`src/rtl/glonass_prn_pkg.sv`:
```
// Shared constants and types for the GLONASS ranging-code (x^9+x^5+1) receive-side synchroniser.
package glonass_prn_pkg;

  localparam int PRN_N       = 9;
  localparam int PRN_PERIOD  = 511;
  localparam int PRN_TAP_A   = 9;
  localparam int PRN_TAP_B   = 5;
  localparam int PRN_OUT_TAP = 7;

  // Window as w[1]..w[9], w[1] (newest chip) in the MSB.
  localparam logic [PRN_N-1:0] PRN_EPOCH_WIN   = 9'b001111111;
  localparam logic [8:0]       PRN_EPOCH_PHASE = 9'd8;

  typedef enum logic [1:0] {
    SYNC_FILL   = 2'd0,
    SYNC_VERIFY = 2'd1,
    SYNC_LOCKED = 2'd2
  } sync_state_e;

  function automatic logic [8:0] phase_inc(input logic [8:0] p);
    return (p == 9'(PRN_PERIOD - 1)) ? 9'd0 : p + 9'd1;
  endfunction

endpackage

```
`src/rtl/prn_phase_counter.sv`:
```
// Modulo-511 code-phase counter with synchronous load and count enable.
module prn_phase_counter
  import glonass_prn_pkg::*;
(
  input  logic       clk,
  input  logic       rst,
  input  logic       load_i,
  input  logic       en_i,
  input  logic [8:0] load_val_i,
  output logic [8:0] phase_o
);

  logic [8:0] cnt_q;
  logic [8:0] cnt_d;

  always_comb begin
    cnt_d = cnt_q;
    if (load_i) begin
      cnt_d = load_val_i;
    end else if (en_i) begin
      cnt_d = phase_inc(cnt_q);
    end
  end

  always_ff @(posedge clk or posedge rst) begin
    if (rst) begin
      cnt_q <= '0;
    end else begin
      cnt_q <= cnt_d;
    end
  end

  assign phase_o = cnt_q;

endmodule

```
`src/rtl/glonass_prn_sync.sv`:
```
// Self-synchronising receiver for the 511-chip GLONASS ranging code: acquires lock,
// flywheels through chip errors and recovers the code phase of each output chip.
module glonass_prn_sync
  import glonass_prn_pkg::*;
#(
  parameter int LOCK_CNT = 16,
  parameter int LOSS_CNT = 3
) (
  input  logic       clk,
  input  logic       reset,
  input  logic       chip_valid,
  input  logic       chip_in,
  output logic       chip_out_valid,
  output logic       chip_out,
  output logic       mismatch,
  output logic       locked,
  output logic [8:0] phase,
  output logic       phase_valid,
  output logic       epoch
);

  localparam int MW = $clog2(LOCK_CNT + 1);
  localparam int EW = $clog2(LOSS_CNT + 1);

  sync_state_e   state_q, state_d;
  logic [1:9]    w_q, w_d;
  logic [3:0]    fill_q, fill_d;
  logic [MW-1:0] match_q, match_d;
  logic [EW-1:0] err_q, err_d;
  logic          pv_q, pv_d;
  logic          cov_q, co_q, co_d, mm_q, mm_d, lk_q, lk_d, ep_q, ep_d;

  logic          pred;
  logic          shift_in;
  logic          win_full;
  logic          enter_fill;
  logic          load_ph;
  logic          en_ph;

  assign pred = w_q[PRN_TAP_A] ^ w_q[PRN_TAP_B];

  always_comb begin
    state_d    = state_q;
    w_d        = w_q;
    fill_d     = fill_q;
    match_d    = match_q;
    err_d      = err_q;
    pv_d       = pv_q;
    co_d       = co_q;
    mm_d       = 1'b0;
    ep_d       = 1'b0;
    lk_d       = lk_q;
    shift_in   = 1'b0;
    win_full   = 1'b0;
    enter_fill = 1'b0;
    load_ph    = 1'b0;
    en_ph      = 1'b0;

    if (chip_valid) begin
      // Once locked the window free-runs on its own prediction, so bad chips never enter it.
      shift_in = (state_q == SYNC_LOCKED) ? pred : chip_in;
      w_d      = {shift_in, w_q[1:8]};
      co_d     = shift_in;

      case (state_q)
        SYNC_FILL: begin
          fill_d = fill_q + 4'd1;
          if (fill_q == 4'(PRN_N - 1)) begin
            win_full = 1'b1;
            if (w_d != '0) begin
              state_d = SYNC_VERIFY;
              match_d = '0;
            end else begin
              fill_d = '0;
            end
          end
        end
        SYNC_VERIFY: begin
          win_full = 1'b1;
          if (chip_in == pred) begin
            match_d = match_q + 1'b1;
            if (match_d == MW'(LOCK_CNT)) begin
              state_d = SYNC_LOCKED;
              err_d   = '0;
            end
          end else begin
            mm_d       = 1'b1;
            state_d    = SYNC_FILL;
            fill_d     = '0;
            enter_fill = 1'b1;
          end
        end
        SYNC_LOCKED: begin
          if (chip_in != pred) begin
            mm_d  = 1'b1;
            err_d = err_q + 1'b1;
            if (err_d == EW'(LOSS_CNT)) begin
              state_d    = SYNC_FILL;
              fill_d     = '0;
              enter_fill = 1'b1;
            end
          end else begin
            err_d = '0;
          end
        end
        default: begin
          state_d    = SYNC_FILL;
          fill_d     = '0;
          enter_fill = 1'b1;
        end
      endcase

      load_ph = win_full && (w_d == PRN_EPOCH_WIN) && !enter_fill;
      en_ph   = pv_q;
      pv_d    = enter_fill ? 1'b0 : (load_ph ? 1'b1 : pv_q);
      ep_d    = pv_d && !load_ph && (phase == 9'(PRN_PERIOD - 1));
      lk_d    = (state_d == SYNC_LOCKED);
    end
  end

  always_ff @(posedge clk or posedge reset) begin
    if (reset) begin
      state_q <= SYNC_FILL;
      w_q     <= '0;
      fill_q  <= '0;
      match_q <= '0;
      err_q   <= '0;
      pv_q    <= 1'b0;
      cov_q   <= 1'b0;
      co_q    <= 1'b0;
      mm_q    <= 1'b0;
      lk_q    <= 1'b0;
      ep_q    <= 1'b0;
    end else begin
      state_q <= state_d;
      w_q     <= w_d;
      fill_q  <= fill_d;
      match_q <= match_d;
      err_q   <= err_d;
      pv_q    <= pv_d;
      cov_q   <= chip_valid;
      co_q    <= co_d;
      mm_q    <= mm_d;
      lk_q    <= lk_d;
      ep_q    <= ep_d;
    end
  end

  prn_phase_counter u_phase (
    .clk        (clk),
    .rst        (reset),
    .load_i     (load_ph),
    .en_i       (en_ph),
    .load_val_i (PRN_EPOCH_PHASE),
    .phase_o    (phase)
  );

  assign chip_out_valid = cov_q;
  assign chip_out       = co_q;
  assign mismatch       = mm_q;
  assign locked         = lk_q;
  assign phase_valid    = pv_q;
  assign epoch          = ep_q;

endmodule

```
`config.mk`:
```
export PLATFORM = sky130hd
export DESIGN_NAME = glonass_prn_sync
export DESIGN_NICKNAME = d
export VERILOG_FILES = /design/src/rtl/glonass_prn_pkg.sv /design/src/rtl/prn_phase_counter.sv /design/src/rtl/glonass_prn_sync.sv
export SDC_FILE = /design/constraint.sdc
export NUM_CORES = 1
export LEC_CHECK = 0
export ABC_AREA = 1
export BUFFER_PORTS_ARGS = -buffer_cell sky130_fd_sc_hd__buf_2
export CELL_PAD_IN_SITES_DETAIL_PLACEMENT = 0
export CELL_PAD_IN_SITES_GLOBAL_PLACEMENT = 2
export CORE_UTILIZATION = 30
export CTS_BUF_LIST = sky130_fd_sc_hd__clkbuf_4 sky130_fd_sc_hd__clkbuf_8 sky130_fd_sc_hd__clkbuf_16
export DETAILED_ROUTE_END_ITERATION = 16
export PLACE_DENSITY_LB_ADDON = 0.05
export SYNTH_ARGS = -nofsm -noshare
export SYNTH_HDL_FRONTEND = slang
export SYNTH_HIERARCHICAL = 1
export SYNTH_SLANG_ARGS = --single-unit
```
`constraint.sdc`:
```
create_clock -name clk -period 2.72 [get_ports clk]
set_input_delay 0.136 -clock clk [delete_from_list [all_inputs] [get_ports clk]]
set_output_delay 0.136 -clock clk [all_outputs]
set_load 0.03 [all_outputs]
```
==> metrics.txt, run 1 <==
cell area power density 622 mW/mm^2; final slew viol count 0; most frequent cells in the layout nand2_1 (68), inv_1 (40), dfrtp_1 (36); GRT Util Overall 14.6%; outcome complete, no violations; Buf/Inv on CP 2; postcts setup bufs 0; XOR/XNOR Fraction of Synth Area 2.27%; Crit. End Element register; crit path cell chain inv_1 -> ha_1 -> nor2_1 -> inv_1 -> nand3_1 -> a21oi_1 -> nand3_1 -> nor2_1 -> nor2_2 -> nor2_1 -> xnor2_1 -> o21ai_1; via count 1,883; Final Worst Setup Slack 434 ps; Die Area 0.00807 sq mm; largest family of logic cells by synthesized area simple AND/OR/NAND/NOR gates; DP Area 0.00255 sq mm; RSZ-0062 raised after global routing false; IO buf count 18; routability cong. 0.748; warnings from Yosys 6; clock tree buffer depth 2; Top delay family on crit path simple AND/OR/NAND/NOR gates; Worst path slowest cell dfrtp_1; Final Core Density 36.3%; Worst Path Arrival 2460 ps; max-cap check violation count 0; Worst Clk Skew 2.86 ps; global-route wire length before repair 9.38 mm; Vias/cell 4.37; Routed WL 5.39 mm; vias in the first global route 1,876; Worst Tran Pin Value 525 ps; Required @ worst endpoint 2900 ps; antenna viol nets, final 0; dpl hpwl 4.09 mm; most common cell after layout, fill and taps aside nand2_1; Synth Area in Simple Gates 34.5%; nets@finish 345; post-synthesis cell count 300; Peak VDD IR 0.278 mV; compound-cell area share of the yosys netlist 9.79%; P_leak 1.32 nW; Synth Area in Adders 5.41%; ratio of cells with drive above 1 in the final layout 19.9%; worst skew pair latency 290 ps; die height 89.8 um; Min-Delay Path Class input pin to register; Tmin final 2290 ps; pin count of the biggest net entering global routing 28; WL/cell 12.5 um; multi-input logic area 0.00124 sq mm; fin crit share 84.0%; Setup WS pre-CTS 425 ps; Yosys cell types 34; clock sink count 36; Worst slew margin 64.9%; total I/O pin count 19; share of the yosys chip area belonging to registers 38.9%; most frequent CP cell nor2_1; multiplexer area fraction after synthesis 0%; Setup TNS Final 0 ps; final setup fails 0; post-route cell area 0.00267 sq mm; Area Growth Syn to Fin 15.6%; Final Non-Filler Cells 431; Seq cells post-synth 36; initial antenna violation count 0; global route overflow 0; synthesized cell area 0.00231 sq mm; Setup crit start kind register; Final Hold Vio Count 0; Initial DRT Pass Iterations 4; CTS resizes 0; placed cells 422; CTS tree done; Worst path max stage delay 400 ps; CTS Hold Bufs 1; core area 0.00737 sq mm; Die X 89.8 um; H-tree levels 2; CTS Buf Count 5; classification of the worst setup path register to register; CTS Root Cell clkbuf_8; drt drc 0; Clock Pin Slew Worst Setup and Hold Paths 80 ps; Critical Path Fanout Max 10; Fillers 804; FMAX 0.437 GHz; DR iter-0 viols 60; syn avg cell area 7.71 sq um; # rows 31; ANT cells 0; Starting Density 31.4%; Sequential Area 901 sq um
flip-flops by register name, indices dropped and copies added, names as in the netlist:
name	cells
fill_q	4
err_q	2
u_phase/phase_o	9
phase_valid	1
epoch	1
w_q	9
locked	1
match_q	5
chip_out_valid	1
state_q	2
mismatch	1
final timing paths:
| kind | startpoint | endpoint | slack (ps) | depth (start not counted) |
|---|---|---|---|---|
| worst max-delay path | state_q[1] | u_phase/phase_o[2] | 430 | 12 |
| worst min-delay path | chip_valid | chip_out_valid | 200 | 2 |
| worst max register to register | state_q[1] | u_phase/phase_o[2] | 430 | 12 |
| worst min register to register | locked | locked | 490 | 2 |
| max in group asynchronous | reset | w_q[6] | 1990 | 4 |
| min in group asynchronous | reset | u_phase/phase_o[4] | 370 | 3 |
cell usage after synthesis, drive strengths merged:
master	instances	area [sq um]
clkbuf	2	7.51
nand3	32	195
inv	42	160
nor2	32	171
nand2	83	374
a21boi	1	7.51
a211oi	1	7.51
o22ai	1	6.26
o21ai	24	124
a21oi	5	28.8
buf	5	31.3
conb	2	7.51
clkinv	1	3.75
a22oi	6	45.0
xor2	2	17.5
nor4	1	6.26
o211ai	1	7.51
ha	10	125
nor3	4	20.0
dfrtp	36	901
nand4	5	31.3
xnor2	4	35.0
worst register-to-register path, cell delays in order, from the launching register on:
cell     delay, ps
dfrtp_1        400
inv_1          120
ha_1           390
nor2_1          90
inv_1          100
nand3_1         90
a21oi_1        130
nand3_1        100
nor2_1         240
nor2_2         160
nor2_1         140
xnor2_1        130
o21ai_1         80
power by group:
| group | leakage, nW | switching, mW | internal, mW |
|---|---|---|---|
| Combinational | 0.783 | 0.317 | 0.179 |
| Clock | 0.0541 | 0.211 | 0.271 |
| Sequential | 0.481 | 0.0748 | 0.610 |
| Total | 1.32 | 0.603 | 1.06 |
routing by layer:
layer	global-route usage [%]	vias to the layer above	routed length, um
li1	-	1011	-
met1	20.6	846	2880
met2	22.4	22	2330
met3	2.79	4	130
met4	4.51	0	46
met5	0	-	0
final cells by class:
type / instances / share of cell area [%]
clock buffers: 5 / 2.57
clock inverters: 3 / 1.59
inverters: 43 / 6.13
multi-input cells: 221 / 46.2
flip-flops and latches: 36 / 33.7
well taps: 99 / 4.63
repair buffers: 24 / 5.15
through the flow:
stage | hold WS, ps | total power [mW]
after CTS | 184 | 1.70
final | 198 | 1.66
after global routing | 193 | 1.81
after floorplan | -36.1 | 1.08
after detailed placement | 150 | 1.20
after global placement | 148 | 1.20
cells by family (layout without fill, tap and decap cells):
kind of cell / count (synthesis) / count (layout)
AOI/OAI and AO/OA: 39 / 39
other: 2 / 9
buffers and inverters: 50 / 75
xor gates and xnor gates: 6 / 6
and+or+nand+nor: 157 / 157
adders and majority gates: 10 / 10
DFF: 36 / 36
(Power assumes the default switching activity.)
==> run 2: changes to the inputs <==
- clock period: 2.72 -> 2.15 ns (I/O delays scaled with it)
==> run 2 against run 1 <==
Die area unchanged. Flip-flop and latch count stayed put. Worst hold slack worse by 82 ps. First-iteration DRC count fell by 17%. Count of clock-buffer cells in the layout did not move. Sequential power grew 27%. Sequential share of layout area is 0.81 points lower. Non-clock buffer count increased by 5. Clock skew is 4.6 ps higher. Core utilization increased by 0.95 points. Critical endpoint is now u_phase/phase_o[8]. Highest routed layer unchanged.
==> metrics.txt, run 2 (synthesis gave the netlist of run 1 again) <==
outcome complete, no violations; routability cong. 0.735; # rows 31; Required @ worst endpoint 2320 ps; Setup WS pre-CTS 43.3 ps; initial antenna violation count 0; global-route wire length before repair 9.65 mm; DR iter-0 viols 50; Pwr Total 2.13 mW; Die Area 0.00807 sq mm; H-tree levels 2; die height 89.8 um; Setup TNS Final 0 ps; WL/cell 12.5 um; antenna viol nets, final 0; Final Hold Vio Count 0; RSZ-0062 raised after global routing false; post-route cell area 0.00274 sq mm; CTS Root Cell clkbuf_8; Fillers 818; total I/O pin count 19; dpl hpwl 4.17 mm; vias in the first global route 1,918; via count 1,926; final setup fails 0; cell area power density 778 mW/mm^2; core area 0.00737 sq mm; ratio of cells with drive above 1 in the final layout 23.4%; final slew viol count 0; Routed WL 5.45 mm; IO buf count 18; ANT cells 0; CTS Buf Count 5; Min-Delay Path Class input pin to register; pin count of the biggest net entering global routing 28; Final Core Density 37.2%; Crit. End Element register; Worst Clk Skew 7.43 ps; Tmin final 1920 ps; max-cap check violation count 0; Peak VDD IR 0.411 mV; Final Non-Filler Cells 436; Die X 89.8 um; Starting Density 31.4%; Initial DRT Pass Iterations 6; Worst Path Arrival 2100 ps; Clock Pin Slew Worst Setup and Hold Paths 80 ps; drt drc 0; Final Hold Slack 117 ps; GRT Util Overall 14.9%; most frequent cells in the layout nand2_1 (68), inv_1 (39), dfrtp_1 (35); Area Growth Syn to Fin 18.6%; Setup crit start kind register; global route overflow 0; Critical Path Fanout Max 4; worst skew pair latency 290 ps; FMAX 0.520 GHz; Vias/cell 4.42; nets@finish 350; DP Area 0.00257 sq mm; most common cell after layout, fill and taps aside nand2_1; clock sink count 36; clock tree buffer depth 2; Final Worst Setup Slack 228 ps; P_leak 1.34 nW; fin crit share 89.4%; placed cells 425; classification of the worst setup path register to register; CTS tree done
==> run 2: power breakdown <==
group / internal [mW] / switching (mW)
Sequential: 0.773 / 0.0953
Combinational: 0.247 / 0.420
Clock: 0.343 / 0.257
==> run 2: worst paths after layout <==
check | from | to | slack (ps) | depth (start not counted)
setup reg to reg | state_q[1] | u_phase/phase_o[8] | 230 | 12
hold reg to reg | err_q[1] | err_q[1] | 500 | 2
min in group asynchronous | reset | u_phase/phase_o[4] | 350 | 3
hold / removal | chip_valid | chip_out_valid | 120 | 1
max in group asynchronous | reset | w_q[5] | 1400 | 4
setup / recovery | state_q[1] | u_phase/phase_o[8] | 230 | 12
==> run 2: timing repair <==
action,in CTS,in global routing
hold endpoints to repair,36,0
resized for setup,0,10
setup buffers,0,2
hold buffers,1,0
endpoints found under the setup margin,0,9
==> run 2: area by class of cell <==
| class | count | area (sq um) | area share (%) |
|---|---|---|---|
| multi-input combinational | 221 | 1270 | 46.2 |
| sequential | 36 | 902 | 32.9 |
| timing repair buffer | 29 | 175 | 6.38 |
| inverter | 43 | 164 | 5.97 |
| tap | 99 | 124 | 4.51 |
| clock buffer | 5 | 68.8 | 2.51 |
| clock inverter | 3 | 42.5 | 1.55 |
==> run 2: critical path, cell delays in order, from the launching register on <==
cell     delay, ps
dfrtp_1        400
inv_1          120
ha_2           230
nor2_1          50
inv_1           90
nand3_1        100
a21oi_2        130
nand3_2        110
nor2_4         140
nor2_2          80
buf_4          150
a22oi_1        130
nand2_1         70
==> run 2: layer usage <==
| metal | vias up | track usage (%) | wire length [um] |
|---|---|---|---|
| li1 | 1017 | - | - |
| met1 | 883 | 21.6 | 2920 |
| met2 | 21 | 22.9 | 2350 |
| met3 | 5 | 2.62 | 126 |
| met4 | 0 | 3.69 | 51 |
| met5 | - | 0 | 0 |
==> run 3: changes to the inputs <==
--- a/config.mk
+++ b/config.mk
@@ -6,5 +6,4 @@
 export NUM_CORES = 1
 export LEC_CHECK = 0
-export ABC_AREA = 1
 export BUFFER_PORTS_ARGS = -buffer_cell sky130_fd_sc_hd__buf_2
 export CELL_PAD_IN_SITES_DETAIL_PLACEMENT = 0
==> constraint.sdc (replaced) <==
create_clock -name clk -period 2.15 [get_ports clk]
set_input_delay 0.43 -clock clk [delete_from_list [all_inputs] [get_ports clk]]
set_output_delay 0.43 -clock clk [all_outputs]
set_load 0.03 [all_outputs]
==> run 3 against run 2 <==
Largest cell class unchanged. Clock skew is 4.9 ps lower. Wire length is 2.2% lower. Sequential power is 12% higher.
==> metrics.txt, run 3 <==
syn avg cell area 9.65 sq um; Post-synth EDFFs 0; Clock Pin Slew Worst Setup and Hold Paths 70 ps; total I/O pin count 19; nets@finish 292; ratio of cells with drive above 1 in the final layout 35.1%; drt drc 0; Final Hold Vio Count 0; Tmin final 2140 ps; RSZ-0062 raised after global routing true; share of the yosys chip area belonging to registers 42.3%; final setup fails 0; Min-Delay Path Class input pin to asynchronous set/reset pin; GRT Util Overall 15.4%; global route overflow 0; Flop pwr share 38.1%; outcome complete, no violations; Clock power frac 20.7%; CTS Buf Count 5; core area 0.00683 sq mm; Yosys top cell area share 42.3%; CTS Root Cell clkbuf_8; Crit. End Element register; Logic pwr share 41.1%; synthesized cell area 0.00213 sq mm; most frequent cells in the layout dfrtp_1 (33), buf_4 (31), nand2_1 (26); initial antenna violation count 0; clock tree buffer depth 2; die height 86.3 um; ANT cells 0; Peak VDD IR 0.638 mV; Area Growth Syn to Fin 31.7%; met3 usage in global routing 2.86%; dpl hpwl 3.93 mm; Worst Clk Skew 2.52 ps; CTS Hold Bufs 0; CTS tree done; IO buf count 18; P_leak 1.28 nW; Starting Density 31.2%; fin crit share 99.6%; classification of the worst setup path register to register; count leader, synth dfrtp_1; WL/cell 14.2 um; Most used DFF post-synth dfrtp_1; Internal 1.65 mW; Setup crit start kind register; pin count of the biggest net entering global routing 28; Critical Path Fanout Max 7; worst skew pair latency 280 ps; via count 1,830; warnings from Yosys 6; global-route wire length before repair 8.68 mm; Yosys cell types 55; Setup WS pre-CTS -305 ps; GR Util met2 21.6%; Seq cells post-synth 36; routability cong. 0.760; largest area contributor in the netlist dfrtp_1; Die X 86.3 um; vias in the first global route 1,646; DR iter-0 viols 83; sw frac 35.3%; most common cell after layout, fill and taps aside dfrtp_1; FMAX 0.467 GHz; top cells by area, synth dfrtp_1 (42%), ha_1 (5.9%), mux2_2 (5.3%); Die Area 0.00745 sq mm; H-tree levels 2; max-cap check violation count 0; post-synthesis cell count 221; Final Worst Setup Slack 8.27 ps; Initial DRT Pass Iterations 4; asr flop ratio synth 100%; Final Hold Slack 131 ps; Routed WL 5.33 mm; most common library cells after synthesis dfrtp_1 (36), nand2_1 (26), inv_1 (16); reported net switching power 0.898 mW; GR peak layer met1; DP Area 0.00257 sq mm; Required @ worst endpoint 2330 ps; Vias/cell 4.88; antenna viol nets, final 0; post-route cell area 0.00281 sq mm; cell area power density 906 mW/mm^2; met1 usage 23.1%; Worst Path Arrival 2320 ps; final slew viol count 0; clock sink count 36; # rows 30
-- run 3: cell types whose count changed after synthesis, sizes merged, moves of 3 or more --
cell / change
o21ai: -12
inv: -26
o211ai: +4
a22oi: -5
nand2: -57
clkbuf: +4
nand3: -21
o21a: +3
a221o: +4
nor2: -20
and3: +6
mux2: +10
-- run 3: logic make-up (layout without fill, tap and decap cells) --
group | after synthesis | after routing | synth area share (%)
AND/OR/NAND/NOR | 77 | 77 | 17.7
flip-flops | 36 | 36 | 42.3
AO/OA/AOI/OAI | 54 | 54 | 19.9
multiplexers | 10 | 10 | 5.28
other | 2 | 9 | 0.352
adder cells (fa/ha/maj) | 10 | 10 | 5.87
XOR/XNOR | 7 | 7 | 3.93
buffers and inverters | 25 | 76 | 4.70
-- run 3: routing by layer --
layer / wire length (um) / part of all wire (%)
met3: 207 / 3.9
met4: 62 / 1.2
met5: 0 / 0
met1: 2790 / 52
met2: 2260 / 42
-- run 3: repair_timing --
action                                  in CTS  in global routing
resized for setup                           18                  7
cloned                                       0                  0
endpoints found under the setup margin       9                 11
pin swaps                                    6                 12
endpoints found under the hold margin        0                  0
setup buffers                                0                  5
-- run 3: layout make-up --
type / count / area, sq um
Fill cell: 723 / 4020
Inverter: 16 / 60.1
Tap cell: 96 / 120
Sequential cell: 36 / 905
Timing Repair Buffer: 52 / 357
Clock buffer: 8 / 97.6
Multi-Input combinational cell: 167 / 1270
-- run 3: power groups by stage --
| stage | clock (mW) | sequential [mW] | combinational (mW) |
|---|---|---|---|
| after global routing | 0.581 | 0.999 | 1.15 |
| after CTS | 0.555 | 0.971 | 0.989 |
| after global placement | 0 | 0.980 | 0.951 |
| after floorplan | 0 | 0.962 | 0.589 |
| final | 0.528 | 0.971 | 1.05 |
| after detailed placement | 0 | 0.978 | 0.945 |
-- run 3: worst paths after layout --
path / start / slack [ps] / depth (start not counted) / end
setup / recovery: state_q[1] / 8 / 10 / u_phase/phase_o[6]
hold / removal: reset / 130 / 2 / u_phase/phase_o[6]
hold reg to reg: locked / 490 / 1 / locked
setup reg to reg: state_q[1] / 8 / 10 / u_phase/phase_o[6]
min in group clk: chip_valid / 370 / 1 / chip_out_valid
max in group asynchronous: reset / 1650 / 3 / w_q[9]
-- run 3: stage by stage --
step                setup TNS (ps)  instances  utilization (%)  power (mW)
floorplan                    -70.0        228                -        1.55
global placement             -2100        362             37.6        1.93
detailed placement           -2240        362             37.6        1.92
CTS                              0        370             40.1        2.51
global route                  -400        375             41.1        2.73
finish                           0        375             41.1        2.55
-- run 3: worst max-delay path, stage by stage, from the launching register on --
cell	delay, ps
dfrtp_1	400
inv_2	80
ha_4	130
inv_2	40
buf_4	140
a2111oi_4	340
nand3_2	150
nor2_4	230
nor2_1	70
a32o_1	260
a31o_2	210
